===== src/rtl/rsa_decrypt.sv =====
// rsa_decrypt: m = c^d mod n, constant-time LSB-first square-and-multiply on bit-serial modular multipliers.
// Latency: done_compute rises 1 + WIDTH*(WIDTH+1) edges after start is accepted (1 edge on operand error).
// Handshake: start_compute is a level request held until done_compute; new work is accepted only from IDLE.
module rsa_decrypt #(
  parameter int WIDTH = 64
) (
  input  logic             clk,
  input  logic             reset_n,
  input  logic [WIDTH-1:0] c,
  input  logic [WIDTH-1:0] d,
  input  logic [WIDTH-1:0] n,
  input  logic             start_compute,
  output logic [WIDTH-1:0] m,
  output logic             done_compute,
  output logic             busy,
  output logic             err
);

  localparam int KW = (WIDTH > 1) ? $clog2(WIDTH) : 1;
  // Two guard bits: 2*acc + operand stays below 3*nreg < 2^(WIDTH+2).
  localparam int AW = WIDTH + 2;

  typedef enum logic [2:0] {
    ST_IDLE,
    ST_LOAD,
    ST_MULT,
    ST_UPDATE,
    ST_END
  } state_t;

  state_t           state;
  logic [WIDTH-1:0] nreg;
  logic [WIDTH-1:0] ereg;
  logic [WIDTH-1:0] base;
  logic [WIDTH-1:0] result;
  logic [AW-1:0]    acc_r;
  logic [AW-1:0]    acc_s;
  logic [KW-1:0]    it;
  logic [KW-1:0]    k;

  logic             bit_k;
  logic [AW-1:0]    r_sum;
  logic [AW-1:0]    s_sum;
  logic [AW-1:0]    r_next;
  logic [AW-1:0]    s_next;
  logic [WIDTH-1:0] res_upd;

  // Bring a value below 3*nn back into [0, nn) with at most two subtractions.
  function automatic logic [AW-1:0] red(input logic [AW-1:0] x, input logic [AW-1:0] nn);
    logic [AW-1:0] y;
    y = x;
    if (y >= nn) y = y - nn;
    if (y >= nn) y = y - nn;
    return y;
  endfunction

  // One interleaved step of both multipliers (result*base and base*base), sharing the multiplier bit base[k].
  always_comb begin
    bit_k   = base[k];
    r_sum   = (acc_r << 1) + (bit_k ? AW'(result) : '0);
    s_sum   = (acc_s << 1) + (bit_k ? AW'(base) : '0);
    r_next  = red(r_sum, AW'(nreg));
    s_next  = red(s_sum, AW'(nreg));
    res_upd = ereg[0] ? acc_r[WIDTH-1:0] : result;
  end

  // Control FSM and datapath registers; all outputs are registered here.
  always_ff @(posedge clk) begin
    if (!reset_n) begin
      state        <= ST_IDLE;
      nreg         <= '0;
      ereg         <= '0;
      base         <= '0;
      result       <= '0;
      acc_r        <= '0;
      acc_s        <= '0;
      it           <= '0;
      k            <= '0;
      m            <= '0;
      done_compute <= 1'b0;
      busy         <= 1'b0;
      err          <= 1'b0;
    end else begin
      case (state)
        ST_IDLE: begin
          if (start_compute) begin
            nreg  <= n;
            ereg  <= d;
            base  <= c;
            busy  <= 1'b1;
            state <= ST_LOAD;
          end
        end
        ST_LOAD: begin
          m <= '0;
          if (nreg < WIDTH'(2) || base >= nreg) begin
            err          <= 1'b1;
            done_compute <= 1'b1;
            busy         <= 1'b0;
            state        <= ST_END;
          end else begin
            result <= WIDTH'(1);
            it     <= '0;
            k      <= KW'(WIDTH - 1);
            acc_r  <= '0;
            acc_s  <= '0;
            state  <= ST_MULT;
          end
        end
        ST_MULT: begin
          acc_r <= r_next;
          acc_s <= s_next;
          if (k == '0) state <= ST_UPDATE;
          else         k     <= k - 1'b1;
        end
        ST_UPDATE: begin
          result <= res_upd;
          base   <= acc_s[WIDTH-1:0];
          ereg   <= ereg >> 1;
          it     <= it + 1'b1;
          acc_r  <= '0;
          acc_s  <= '0;
          k      <= KW'(WIDTH - 1);
          if (it == KW'(WIDTH - 1)) begin
            m            <= res_upd;
            done_compute <= 1'b1;
            busy         <= 1'b0;
            state        <= ST_END;
          end else begin
            state <= ST_MULT;
          end
        end
        ST_END: begin
          if (!start_compute) begin
            done_compute <= 1'b0;
            err          <= 1'b0;
            state        <= ST_IDLE;
          end
        end
        default: state <= ST_IDLE;
      endcase
    end
  end

endmodule


===== config.mk =====
export PLATFORM = sky130hd
export DESIGN_NAME = rsa_decrypt
export DESIGN_NICKNAME = d
export VERILOG_FILES = /design/src/rtl/rsa_decrypt.sv
export SDC_FILE = /design/constraint.sdc
export NUM_CORES = 2
export LEC_CHECK = 0
export CORE_ASPECT_RATIO = 1.25
export CORE_UTILIZATION = 55
export DETAILED_ROUTE_END_ITERATION = 12
export PLACE_DENSITY_LB_ADDON = 0.3
export SLEW_MARGIN = 20
export SYNTH_ARGS = -nofsm -noshare
export SYNTH_HDL_FRONTEND = slang
export SYNTH_SLANG_ARGS = --single-unit
export TNS_END_PERCENT = 30

===== constraint.sdc =====
create_clock -name clk -period 16.2 [get_ports clk]
set_input_delay 4.86 -clock clk [delete_from_list [all_inputs] [get_ports clk]]
set_output_delay 4.86 -clock clk [all_outputs]
set_load 0.03 [all_outputs]

After elaboration in Yosys (flattened, before gate mapping). Cells that the tools add are included.

Latch bits: 0. Bits in read-only memories: 0. Memory bits (writable): 0. Input port bits: 195. Output and inout port bits: 67. Memories kept: 0. Flip-flop bits (word level): 468.

Bitwise operators: 0. Magnitude comparators: 7. Eq/ne operators: 12. Div/mod/pow operators: 0. $mul: 0. Add/sub/neg operators: 8. Shifts and indexed selects: 0. Multiplexer cells: 40. Reduce and logical (&&, ||, !) cells: 19.

Operators with widths (number): $pmux 64 s2 (4); $mux 64 (7); $pmux 65 s3 (2); $ge 66x64->1 (4); $mux 65 (3); $add 66x64->66 (2); $mux 66 (2); $sub 66x64->66 (2); $sub 65x64->65 (2); $ge 64x64->1 (1); $lt 64x2->1 const B (1); $mux 6 (3); $pmux 6 s3 (1); $mux 3 (5); $pmux 3 s5 (1); $ne 2x2->1 const B (7); $pmux 6 s2 (1); $reduce_and 2->1 (5); $reduce_and 3->1 (3); $reduce_bool 3->1 (3); $reduce_and 4->1 (2); $lt 6x7->1 const B (1); $mux 1 (7); $add 6x1->6 const B (1); 12 further kinds (16).

Depth between registers and ports, before layout.
Word-level depth: 9. Depth in mapped cells: 50. Mapped depth without buffers: 42.

Worst setup path after synthesis. OpenSTA, ideal clock, no wires.

Kind: register to register. From: reg k[0]. To: reg acc_s[63]. Clock period less this slack: 11.450 ns. Arrival: 11.328 ns. Slack: 4.750 ns. Stages on the path, launching flop included: 46. Setup time: 0.122 ns. Buffers on the path: 9. Path through: dfxtp_1 clkbuf_1 mux4_2 mux4_2 mux4_2 clkbuf_1 clkbuf_1 and2_1 ha_1 nand3_1 or2_0 or4b_1 and3_1 clkbuf_1 a311o_1 a31o_2 a21oi_1 nor4_1 [... 10 more ...] nand4b_1 clkbuf_1 clkbuf_1 a21oi_1 ha_1 a211oi_1 nor2_1 o311ai_1 nand2_1 a21o_1 a21oi_1 o31ai_1 a41oi_1 a21oi_1 or4_1 clkbuf_1 buf_2 a311o_1.

Word-level cells in the longest chain between the ends: 9.

RTL lines: start, declared (line 39) `logic [KW-1:0] k;`; start signal, assigned (line 104) `k <= KW'(WIDTH - 1);`; start signal, assigned (line 114) `else k <= k - 1'b1;`; start signal, assigned (line 123) `k <= KW'(WIDTH - 1);`; $bmux 1 s6 (*) (line 59) `bit_k = base[k];`; $mux 1 (not written as such) (*) (line 59); $mux 64 (*) (line 61) `s_sum = (acc_s << 1) + (bit_k ? AW'(base) : '0);`; $add 66x64->66 (*) (line 61); $sub 66x64->66 / $ge 66x64->1 (equally long branches) (line 52) `if (y >= nn) y = y - nn;`; $mux 66 (*) (line 52); $sub 65x64->65 / $ge 66x64->1 (equally long branches) (line 53) `if (y >= nn) y = y - nn;`; $mux 65 (*) (line 53); $pmux 65 s3 (*) (line 84) `case (state)`; end signal, assigned (line 112) `acc_s <= s_next;`; end, declared (line 37) `logic [AW-1:0] acc_s;`.

Mark *: on every way between the ends. The rest lies on a longest branch, timed or not. The select of a mux whose other input is x is not followed. A chain may end at the register's enable or synchronous reset.

Final worst setup path.
From: reg k[0]. To: reg acc_s[52].

The elaborated chain is that of the path after synthesis.

==> qor.yml <==
logic_synthesis:
  postSynth.topFlopCell: "dfxtp_1"
  mappedNetlistNets: 6979
  synth.ff_latch_count: 468
  ys_types: 87
  synth-edff-count: 0
  synthArstFlopShare_pct: 0
  syn-mean-instance-area_um2: 7.44
  synth_seq_area_share_pct: 19.9
  syn-instance-count: 6329
  number_of_warnings_issued_by_yosys: 0
  syn_area_mm2: 0.0471
floorplan:
  num_rows: 119
  initial_utilization_pct: 55.7
  chipWidth_um: 264
  io_pins: 262
  die_y_um: 329
  core_area_mm2: 0.0846
  fp.dieArea_mm2: 0.0868
cells_and_area:
  most_common_library_cell_in_the_layout_ignoring_fill_and_taps: "nand2_1"
  final-seq-area_mm2: 0.00937
  footprint_of_the_multi_input_gates_mm2: 0.0356
  most_used_cells_in_the_layout_excluding_fill_and_tap_cells: "nand2_1, a21oi_1, dfxtp_1"
  finish.cell_count_without_fillers: 7441
  fillCellCount: 7930
  fraction_of_layout_instances_using_a_drive_strength_above_1_pct: 5.09
  nets: 6959
  syn_to_final_growth_pct: 10.3
cts:
  cts_root_buffer: "clkbuf_16"
  cts-htree-levels: 2
  cts_made_buffers: 53
  cts-hold-fix-buffers: 0
  cts_max_path_buffers: 3
  worst_setup_hold_path_clk_slew_ps: 60
  cts_setup_buffers: 0
  numClockSinks: 468
  cts_tree: "yes"
  clk-insertion-delay-late_ps: 660
  cts_resizes: 0
route:
  total_number_of_vias: 48700
  post_drt_via_cell_ratio: 6.54
  route.detailed.drc: 0
  drt_wl_total_mm: 180
  avgRoutedWirePerCell_um: 24.2
  initialDrtViolationCount: 4117
  drt_first_pass_iters: 8
  drtAntennaViolNets: 0
worst_setup_path:
  cp_slowest_stage_delay_ps: 1030
  r2r_cells: 38
  crit_path_max_fanout: 79
  crit_slowest_cell: "mux4_4"
  path_type_of_the_worst_setup_path: "reg -> reg"
  kind_of_capture_point_of_the_worst_setup_path: "flop"
  crit_path_start_kind: "flop"
  reg2reg_to: "acc_s[52]"
  critPathArrivalTime_ps: 14890
  rrSetupSlack_ps: 1870
  worst_ep_required_time_ps: 16760
  worst_r2r_startpoint: "k[0]"
place:
  preCtsSetupSlack_ps: 1930
  place_hpwl_mm: 141
  dp.cells: 7343
  buffers_added_on_ports: 261
  gpl_wtd_cong: 1.08
run:
  maxCapViolations: 0
sta:
  rsz0062_at_grt: "false"
  worst_slew_pin_tran_ps: 1120
  final-hold-violation-count: 0
  hold_slack_ps: 461
  achievable-frequency_ghz: 0.0698
  finalWorstPathRequiredPeriod_ps: 14330
  setup-violations-final: 0
  final_critical_path_setup_slack_ps: 1870
  fin_worst_skew_ps: 34.7
  final.period_utilization_pct: 88.5
  totalNegativeSetupSlack_ps: 0
  max_transition_margin_pct: 23.2
  timing_max_transition_violations_final: 0
grt:
  global_route.usage.total_pct: 40.1
  grt_max_degree: 209
  grt_first_pass_wirelength_mm: 272
  grt_pass1_vias: 46600
  grt_antenna_before_repair: 9
  globalRouteOverflowTotal: 0
outcome:
  outcome: "finished clean"
worst_hold_path:
  min_path_cells: 2
  hold_path_startpoint: "m[44]"
  worst_hold_path.endpoint: "m[44]"
  hold_class: "reg -> reg"
flip-flops by register name, summed over array words and instances, names as in the netlist:
name,cells
m,64
k,6
ereg,64
busy,1
nreg,64
acc_r,65
acc_s,65
base,64
state,3
done_compute,1
err,1
it,6
result,64
synth_stat cells (10+ instances only):
cell type,n,area (µm²)
nor4_1,39,244
dfxtp_1,468,9370
or3_1,21,131
mux2_2,92,1040
o31ai_1,26,195
nand3_1,283,1420
nor3_1,80,400
o21bai_1,78,586
ha_1,449,5620
buf_2,20,100
o2111ai_1,14,123
inv_1,188,706
clkbuf_1,351,1320
a31oi_1,46,288
or2_2,16,100
o211a_1,133,1330
o21ai_1,10,50.1
nor2_1,342,1280
or4_1,11,82.6
a21o_1,243,1820
a221o_1,11,110
a31o_2,15,131
nand2_1,945,3550
nand4_1,127,795
and3_1,54,338
a211o_1,16,140
mux4_2,21,473
o311ai_0,29,254
a221oi_1,15,131
and4_1,11,96.3
o21ai_0,321,1610
a211oi_1,39,293
and2_1,154,963
nand2b_1,48,300
xor2_1,142,1240
xnor2_1,220,1930
mux2i_1,149,1490
o21a_1,58,435
o211ai_1,46,345
a21boi_0,158,1190
o41ai_1,14,123
nor2b_1,99,619
a21oi_1,557,2790
per-stage QoR:
| step | area (µm²) | utilization, % |
|---|---|---|
| 6_report | 51900 | 61.4 |
| 5_1_grt | 51900 | 61.4 |
| 4_1_cts | 51900 | 61.4 |
| 3_5_place_dp | 50100 | 59.2 |
| 3_3_place_gp | 50100 | 59.2 |
| 2_1_floorplan | 47100 | - |
worst max-delay path by stage:
stage,depth (start not counted),to,startpoint
2_1_floorplan,45,acc_s[63],k[0]
3_3_place_gp,40,acc_s[40],k[1]
3_5_place_dp,41,acc_s[41],k[1]
4_1_cts,41,acc_s[48],k[1]
5_1_grt,42,acc_s[49],k[0]
6_report,38,acc_s[52],k[0]
metal layers:
metal	GRT usage (%)	routed length [µm]
met1	46.5	70100
met2	68.6	84800
met3	7.01	13100
met4	25.2	12500
met5	0.108	50
logic make-up (layout without fill, tap and decap cells):
logic type	Yosys count	after routing	synth area share, %
AOI/OAI and AO/OA	1950	1950	27.7
muxes	262	262	6.37
xor gates and xnor gates	362	362	6.73
and+or+nand+nor	2259	2259	22.4
buffers and inverters	573	593	4.67
DFF	468	468	19.9
other	0	3	0
adders and majority gates	455	455	12.2
worst max-delay path, delay by kind of cell (launching register included):
family                     cells  cell delay [ps]
AOI/OAI and AO/OA             14             4580
and+or+nand+nor               14             4420
muxes                          4             2580
buffers and inverters          3             1180
adders and majority gates      3             1090
DFF                            1              310
layout make-up:
class | instances | area share (%)
clock inverters | 27 | 0.684
multi-input cells | 5288 | 68.6
diodes | 3 | 0.0145
flip-flops and latches | 468 | 18.1
inverters | 188 | 1.36
well taps | 1089 | 2.62
repair buffers | 310 | 5.80
clock buffers | 68 | 2.86
Power is left out: the tool's default activity adds up to more than one toggle a clock period on the data nets, which glitch-free logic cannot reach.
